## src/rtl/cache_mem_arbiter.sv

```systemverilog
`default_nettype none
// ============================================================================
// Module   : cache_mem_arbiter
// Purpose  : Shares one backing-memory port between the instruction cache and
//            the data cache. Serialises icache line reads, dcache miss reads
//            and dcache dirty write-backs. The fixed memory read delay is
//            modelled with an internal counter. Captured read data goes back
//            to the winning requester together with a one-cycle acknowledge.
// Ports    : clk, rst (async, active-low)
//            icache : i_rd, i_addr -> i_ack, i_rdata
//            dcache : d_rd, d_raddr -> d_rack, d_rdata
//                     d_wr, d_waddr, d_wdata -> d_wack
//            memory : mem_addr, mem_wdata, mem_rden, mem_wren <- mem_rdata
//            status : busy (high whenever the FSM is not idle)
// Options  : ARB_ROUND_ROBIN_EN - alternate the read grant when both caches
//            request together. The default build uses fixed priority
//            d_wr > d_rd > i_rd.
// Revision : 1.0 - initial release
// ============================================================================
module cache_mem_arbiter #(
    parameter int MEM_LAT = 10,
    parameter int AW      = 16,
    parameter int DW      = 32
) (
    input  logic          clk,
    input  logic          rst,
    input  logic          i_rd,
    input  logic [AW-1:0] i_addr,
    output logic          i_ack,
    output logic [DW-1:0] i_rdata,
    input  logic          d_rd,
    input  logic [AW-1:0] d_raddr,
    output logic          d_rack,
    output logic [DW-1:0] d_rdata,
    input  logic          d_wr,
    input  logic [AW-1:0] d_waddr,
    input  logic [DW-1:0] d_wdata,
    output logic          d_wack,
    output logic [AW-1:0] mem_addr,
    output logic [DW-1:0] mem_wdata,
    input  logic [DW-1:0] mem_rdata,
    output logic          mem_rden,
    output logic          mem_wren,
    output logic          busy
);

    typedef enum logic [1:0] {
        S_IDLE  = 2'd0,
        S_WRITE = 2'd1,
        S_READ  = 2'd2,
        S_RESP  = 2'd3
    } state_t;

    localparam logic       c_ICACHE   = 1'b0;
    localparam logic       c_DCACHE   = 1'b1;
    localparam logic [7:0] c_LAST_CNT = 8'(MEM_LAT - 1);
`ifdef ARB_ROUND_ROBIN_EN
    localparam logic       c_RR_EN    = 1'b1;
`else
    localparam logic       c_RR_EN    = 1'b0;
`endif

    state_t        r_state;
    state_t        w_state_nxt;
    logic [7:0]    r_cnt;
    logic          r_owner;
    logic          r_last_grant;
    logic [AW-1:0] r_mem_addr;
    logic [DW-1:0] r_mem_wdata;
    logic [DW-1:0] r_i_rdata;
    logic [DW-1:0] r_d_rdata;

    logic          w_rd_pending;
    logic          w_both_rd;
    logic          w_grant_d;
    logic          w_read_done;

    assign w_rd_pending = i_rd | d_rd;
    assign w_both_rd    = i_rd & d_rd;
    assign w_read_done  = (r_cnt == c_LAST_CNT);

    // Read grant (meaningful only in IDLE with a read pending). On a tie the
    // round-robin build hands the grant to whoever was not served last; the
    // fixed build always favours the dcache.
    always_comb begin
        w_grant_d = d_rd;
        if (w_both_rd) begin
            w_grant_d = c_RR_EN ? (r_last_grant == c_ICACHE) : 1'b1;
        end
    end

    // Next state and Moore outputs
    always_comb begin
        w_state_nxt = r_state;
        i_ack       = 1'b0;
        d_rack      = 1'b0;
        d_wack      = 1'b0;
        mem_rden    = 1'b0;
        mem_wren    = 1'b0;
        busy        = 1'b1;
        case (r_state)
            S_IDLE: begin
                busy = 1'b0;
                if (d_wr) begin
                    w_state_nxt = S_WRITE;
                end else if (w_rd_pending) begin
                    w_state_nxt = S_READ;
                end
            end
            S_WRITE: begin
                mem_wren    = 1'b1;
                d_wack      = 1'b1;
                w_state_nxt = S_IDLE;
            end
            S_READ: begin
                mem_rden = 1'b1;
                if (w_read_done) begin
                    w_state_nxt = S_RESP;
                end
            end
            S_RESP: begin
                i_ack       = (r_owner == c_ICACHE);
                d_rack      = (r_owner == c_DCACHE);
                w_state_nxt = S_IDLE;
            end
            default: begin
                w_state_nxt = S_IDLE;
            end
        endcase
    end

    always_ff @(posedge clk or negedge rst) begin
        if (!rst) begin
            r_state      <= S_IDLE;
            r_cnt        <= 8'd0;
            r_owner      <= c_ICACHE;
            r_last_grant <= c_ICACHE;
            r_mem_addr   <= '0;
            r_mem_wdata  <= '0;
            r_i_rdata    <= '0;
            r_d_rdata    <= '0;
        end else begin
            r_state <= w_state_nxt;
            case (r_state)
                S_IDLE: begin
                    if (d_wr) begin
                        r_mem_addr  <= d_waddr;
                        r_mem_wdata <= d_wdata;
                    end else if (w_rd_pending) begin
                        r_owner    <= w_grant_d;
                        r_mem_addr <= w_grant_d ? d_raddr : i_addr;
                        r_cnt      <= 8'd0;
                    end
                end
                S_READ: begin
                    // Last delay cycle: memory data is valid, hand it over.
                    if (w_read_done) begin
                        if (r_owner == c_DCACHE) begin
                            r_d_rdata <= mem_rdata;
                        end else begin
                            r_i_rdata <= mem_rdata;
                        end
                    end else begin
                        r_cnt <= r_cnt + 8'd1;
                    end
                end
                S_RESP: begin
                    r_last_grant <= r_owner;
                end
                default: begin
                end
            endcase
        end
    end

    assign mem_addr  = r_mem_addr;
    assign mem_wdata = r_mem_wdata;
    assign i_rdata   = r_i_rdata;
    assign d_rdata   = r_d_rdata;

endmodule
`default_nettype wire

```

## config.mk

```make
export PLATFORM = sky130hd
export DESIGN_NAME = cache_mem_arbiter
export DESIGN_NICKNAME = d
export VERILOG_FILES = /design/src/rtl/cache_mem_arbiter.sv
export SDC_FILE = /design/constraint.sdc
export NUM_CORES = 1
export LEC_CHECK = 0
export BUFFER_PORTS_ARGS = -buffer_cell sky130_fd_sc_hd__buf_2
export CAP_MARGIN = 10
export CORE_MARGIN = 5
export CORE_UTILIZATION = 25
export CTS_BUF_LIST = sky130_fd_sc_hd__clkbuf_8
export DETAILED_ROUTE_END_ITERATION = 8
export PLACE_DENSITY = 0.47
export SYNTH_ARGS = -nofsm -noshare
export SYNTH_HDL_FRONTEND = slang
export SYNTH_SLANG_ARGS = --single-unit
```

## constraint.sdc

```tcl
create_clock -name clk -period 2.33 [get_ports clk]
set_input_delay 0.1165 -clock clk [delete_from_list [all_inputs] [get_ports clk]]
set_output_delay 0.1165 -clock clk [all_outputs]
set_load 0.01 [all_outputs]
```

==> summary.md, run 1 <==
| Metric | Value |
|---|---|
| Unrepaired setup endpoints after global routing | false |
| Synth top area cells | dfrtp_1, mux2_4, mux2_2 |
| Most instantiated cells after synthesis | dfrtp_1, mux2_4, mux2_2, nor2_1 |
| Finished Layout Cells | just under 1000 |
| Share of power burned in the clock network | 19.3% |
| WL/cell | roughly 15 µm |
| Die Y | 157 µm |
| Fin nets | 817 |
| Post-Syn Area per Cell | about 14 µm² |
| Part of the power in registers | 40.3% |
| Netlist cell types | 36 |
| Largest net degree at the start of global routing | 124 |
| First-pass GRT wire length | between 20000 and 25000 µm |
| Sequential cell area | about 0.003 mm² |
| Worst Setup Start Kind | flop |
| DR vias | 4164 |
| Mapped Area | between 0.005 and 0.006 mm² |
| Pint | 6.09 mW |
| Switch Pwr | 3.30 mW |
| Synth Flop Type | dfrtp_1 |
| Final hold violations | 0 |
| Crit path capture type | flop |
| Vias in the first global route | approximately 4600 |
| Clock Latency Late Sink | 430 ps |
| Initial drt markers | 111 |
| Num ports | 235 |
| Slew Limit Headroom | 37.1% |
| Crit path DAT | between 2000 and 3000 ps |
| Worst-path clk slew | 80 ps |
| Antenna-violating nets left | 0 |
| Worst Clk Skew | 14.7 ps |
| Die width | 157 µm |
| Detailed Route WL | 15000 µm |
| Area leader, netlist | dfrtp_1 |
| First-pass DRT Iterations | 4 |
| DR vias/cell | 4.22 |
| Post-DP HPWL | between 10000 and 15000 µm |
| Combinational power share | ~40% |
| Post-synth EDFFs | 0 |
| FP Rows | between 50 and 60 |
| Placed Cells | roughly 870 |
| TritonCTS buffer count | 17 |
| Cell count after synthesis | 377 |
| H-tree depth | 4 |
| Die footprint | around 0.025 mm² |
| Post-Route Setup TNS | 0 ps |
| Slowest cell on crit path | dfrtp_1 |
| Clock sinks | between 100 and 150 |
| DRC errors left | 0 |
| Port buffer count | between 200 and 250 |
| # diodes | 0 |
| Sequential area share after synthesis | 57.2% |
| Clock period minus final worst setup slack | 2210 ps |
| Max Slew Vio Count | 0 |
| FF+latch count, synth | 123 |
| Clk Tree Root Cell | clkbuf_8 |
| Number of max-cap violations | 0 |
| CTS max path bufs | 2 |
| CP peak stage delay | 440 ps |
| Total grt overflow | 0 |
| Final Core Density | 38.2% |
| Fillers | around 2000 |
| Final RePlAce weighted congestion | 0.802 |
| Starting Density | 25.5% |
| Synth top area share | 57.2% |
| P&R area growth vs syn | 49.6% |
| Core ar. | 0.0211 mm² |
| Yosys warns | 0 |
| Most frequent cell after synthesis | dfrtp_1 |
| Final setup margin | between 100 and 150 ps |
| Switching share of power | 35.1% |
| All-layer global routing usage | between 10% and 20% |
| Crit path required time | 2630 ps |
| Worst vdd ir | 0.528 mV |
| # Post-CTS Setup Buffers | 0 |
| Tot Pwr | 9.39 mW |
| Period utilisation layout | around 95% |
| Critical path peak fanout | 22 |
| Mapped Nets | 496 |
| Final setup fails | 0 |
| Leak pwr | 4.07 nW |
| CP Class | reg -> reg |
| Critical Path, Cell by Cell | inv_1 > ha_1 > nor4b_4 > nand3_4 > nor2_8 > buf_12 > mux2_4 |
| Peak Freq | 453 MHz |
| Setup WS pre-CTS | ~140 ps |
| Status | complete, no violations |
| Multi-input logic area | 0.00214 mm² |
| Layout cells sized above 1 | 52.9% |
| HP Class | in -> reg |
| CTS tree | done |
| Initial antenna violation count | 1 |
| Pwr/cell area | 1170 mW/mm² |
| FFs w/ async S/R, synth | 100% |
| Worst-Margin Slew | 943 ps |
[worst paths after layout]
check	startpoint	endpoint	slack, ps	cells past startpoint
min reg2reg	mem_addr[3]	mem_addr[3]	480	2
max reg2reg	r_cnt[1]	i_rdata[16]	120	7
min in group asynchronous	rst	mem_wdata[13]	310	3
min	i_addr[1]	mem_addr[1]	110	5
max	r_cnt[1]	i_rdata[16]	120	7
max in group asynchronous	rst	d_rdata[31]	1480	3
[worst max-delay path: cells and delay by family (launching register included)]
family	cells	cell delay [ps]
multiplexers	1	320
adder cells (fa/ha/maj)	1	160
flip-flops	1	440
buffers and inverters	2	330
AND/OR/NAND/NOR	3	800
[layer usage]
metal	vias up	global-route usage, %	share of wire, %
met5	-	0	0.047
li1	1972	-	-
met4	2	3.55	1.5
met3	16	5.42	10
met2	188	20.7	49
met1	1986	13.7	40
[flip-flops by register name, summed over array words and instances, names as in the netlist]
signal	flops
mem_addr	16
r_cnt	8
i_rdata	32
r_state	2
d_rdata	32
r_owner	1
mem_wdata	32
[cells in the final DEF, fill, tap and decap left out, drive strengths merged]
master / count
nor2: 23
a22o: 3
xnor2: 1
nand2: 21
a21o: 2
dfrtp: 123
clkinvlp: 3
buf: 240
a31oi: 1
nand4: 4
o22ai: 1
a21oi: 19
clkbuf: 19
ha: 2
o21bai: 2
nor4: 1
bufinv: 1
and3: 1
nor3b: 1
nor3: 2
clkinv: 6
o31ai: 1
nand3: 4
nor2b: 1
nor4b: 1
mux2i: 17
nand2b: 2
dlygate4sd3: 82
mux2: 96
and2: 1
o21ai: 21
inv: 9
[through the flow]
step / area [µm²] / hold WS, ps
floorplan: 5380 / -179
global placement: 6860 / 269
detailed placement: 6860 / 279
CTS: 8050 / 62.6
global route: 8050 / 116
finish: 8050 / 107
[power groups by stage]
stage | combinational [mW] | clock [mW] | sequential (mW)
after floorplan | 1.76 | 0 | 4.18
after global placement | 3.70 | 0 | 3.78
after detailed placement | 3.76 | 0 | 3.80
after CTS | 3.86 | 1.90 | 3.79
after global routing | 4.13 | 1.99 | 3.91
final | 3.80 | 1.81 | 3.78
[cell type report]
cell class	instances	area share [%]
Multi-Input combinational cell	228	26.6
Timing Repair Buffer	322	25.9
Sequential cell	123	38.2
Inverter	6	0.280
Clock buffer	19	3.25
Clock inverter	13	1.44
Tap cell	275	4.27
[logic make-up (layout without fill, tap and decap cells)]
logic type | after synthesis | after routing | synth area share, %
compound gates | 50 | 50 | 5.14
buf+inv | 26 | 360 | 3.32
simple gates | 62 | 62 | 6.32
fa+ha+maj | 2 | 2 | 0.465
xor+xnor | 1 | 1 | 0.163
flops | 123 | 123 | 57.2
mux | 113 | 113 | 27.4
[timing repair]
| action | in CTS | in global routing |
|---|---|---|
| gates resized for setup | 0 | 0 |
| endpoints found under the hold margin | 236 | 0 |
| hold buffers | 82 | 0 |
| setup endpoints to repair | 0 | 0 |
Note: power is estimated with default switching activity, not from simulation.
==> run 2: changes to the inputs <==
Settings changed: CORE_ASPECT_RATIO from default to 1.2.
==> summary.md, run 2 (synthesis gave the netlist of run 1 again) <==
| Metric | Value |
|---|---|
| Worst vdd ir | a little over 0.5 mV |
| Die width | 144 µm |
| Worst-path clk slew | 80 ps |
| Final hold violations | 0 |
| Tot Pwr | 9.46 mW |
| Hold_sp | i_addr[0] |
| All-layer global routing usage | between 10% and 20% |
| Final setup margin | around 330 ps |
| Leak pwr | 4.09 nW |
| FP Rows | 58 |
| DR vias/cell | 4.25 |
| Worst R2R Start | r_cnt[1] |
| DRC errors left | 0 |
| Clock period minus final worst setup slack | 2000 ps |
| Pwr/cell area | around 1200 mW/mm² |
| Critical path peak fanout | 20 |
| Switching share of power | 35.5% |
| WL/cell | 15.3 µm |
| TritonCTS buffer count | 17 |
| Status | complete, no violations |
| Crit path required time | 2650 ps |
| Setup WS pre-CTS | 304 ps |
| Starting Density | 25.5% |
| Initial drt markers | roughly 120 |
| Commonest non-fill, non-tap cell in the layout | buf_2 |
| Combinational power share | 40.4% |
| CP Class | reg -> reg |
| Number of max-cap violations | 0 |
| Final setup fails | 0 |
| Top delay family on crit path | simple AND/OR/NAND/NOR gates |
| Die footprint | 0.0246 mm² |
| Peak Freq | 500 MHz |
| Hold WS | 103 ps |
| Share of power burned in the clock network | 19.5% |
| Num ports | about 240 |
| Crit path DAT | 2320 ps |
| Most frequent cells in the layout | buf_2, dfrtp_1, dlygate4sd3_1, mux2_4, mux2_2 |
| DR vias | around 4200 |
| Cts-stage hold buffer count | 83 |
| Max Slew Vio Count | 0 |
| Post-DP HPWL | about 11000 µm |
| First-pass GRT wire length | 24000 µm |
| Detailed Route WL | between 15000 and 20000 µm |
| Total grt overflow | 0 |
| Fin nets | 822 |
| H-tree depth | 4 |
| Slew Limit Headroom | roughly a third |
| # Post-CTS Setup Buffers | 0 |
| # diodes | 0 |
| CP peak stage delay | 430 ps |
| Worst path depth | 7 |
| Switch Pwr | 3.36 mW |
| P&R area growth vs syn | 50.4% |
| Crit path capture type | flop |
| Part of the power in registers | 40.1% |
| Critical Path, Cell by Cell | inv_1 > ha_1 > nor4b_4 > nand3_4 > nor2_8 > buf_12 > mux2_4 |
| Initial antenna violation count | 0 |
| Pint | 6.11 mW |
| Buf+Inv Stages, Crit Path | 2 |
| Antenna-violating nets left | 0 |
| Period utilisation layout | about 86% |
| Worst-Margin Slew | a little under 1000 ps |
| Worst Clk Skew | between 15 and 20 ps |
| Post-Route Setup TNS | 0 ps |
| CTS tree | done |
| Unrepaired setup endpoints after global routing | false |
| Vias in the first global route | 4721 |
| Crit path launch | r_cnt[1] |
| Layout cells sized above 1 | 52.9% |
| Hold Crit Depth | 5 |
| Clock sinks | around 120 |
| Clock Latency Late Sink | 440 ps |
| Largest net degree at the start of global routing | 66 |
| HP Class | in -> reg |
| Clk Tree Root Cell | clkbuf_8 |
| Slowest cell on crit path | dfrtp_1 |
| Final RePlAce weighted congestion | 0.773 |
| First-pass DRT Iterations | 4 |
| CTS-repair resized insts | 0 |
| Worst Setup Start Kind | flop |
| Worst reg2reg path depth | 7 |
| Port buffer count | roughly 230 |
| CTS max path bufs | 2 |
| Core ar. | 0.0211 mm² |
| Finished Layout Cells | roughly 990 |
| Placed Cells | 871 |
| Die Y | 171 µm |
==> run 2: changes by cell type in the layout (fill, tap and decap cells not counted) <==
cell,before,now
clkinvlp_4,3,4
clkbuf_8,19,18
inv_6,3,5
dlygate4sd3_1,82,83
buf_4,3,7
and2_1,0,1
and2_2,1,0
clkinv_2,4,0
clkinv_4,2,4
==> run 2: final timing paths <==
check / slack (ps) / to
worst max-delay path: 330 / i_rdata[13]
min in group asynchronous: 160 / mem_wdata[8]
max in group asynchronous: 1450 / i_rdata[1]
worst min-delay path: 100 / mem_addr[0]
worst min register to register: 480 / mem_addr[3]
worst max register to register: 330 / i_rdata[13]
==> run 2: area by class of cell <==
type,count,area [µm²]
well taps,270,338
multi-input cells,228,2140
repair buffers,327,2130
fillers,2068,13000
clock inverters,14,139
inverters,6,22.5
flip-flops and latches,123,3080
clock buffers,18,248
==> run 2: metrics by stage <==
step                area (µm²)  utilization (%)
global placement          6880             32.6
floorplan                 5380                -
CTS                       8100             38.3
detailed placement        6880             32.6
finish                    8100             38.3
global route              8100             38.3
==> run 2: worst register-to-register path, cell delays in order (launching register included) <==
cell and delay [ps]:
dfrtp_1 430, inv_1 100, ha_1 140, nor4b_4 280, nand3_4 170, nor2_8 210, buf_12 230, mux2_4 330
==> run 2: power by group through the flow <==
stage	Clock, mW	Sequential (mW)	Combinational (mW)
floorplan	0	4.18	1.76
global placement	0	3.80	3.71
detailed placement	0	3.82	3.77
CTS	1.93	3.81	3.89
global route	2.02	3.94	4.18
finish	1.84	3.80	3.82
==> run 2: layer usage <==
layer / up-vias / share of wire (%) / track usage [%]
li1: 1979 / - / -
met1: 2009 / 39 / 13.9
met2: 193 / 49 / 20.7
met3: 12 / 11 / 5.79
met4: 0 / 1.2 / 3.77
met5: - / 0 / 0
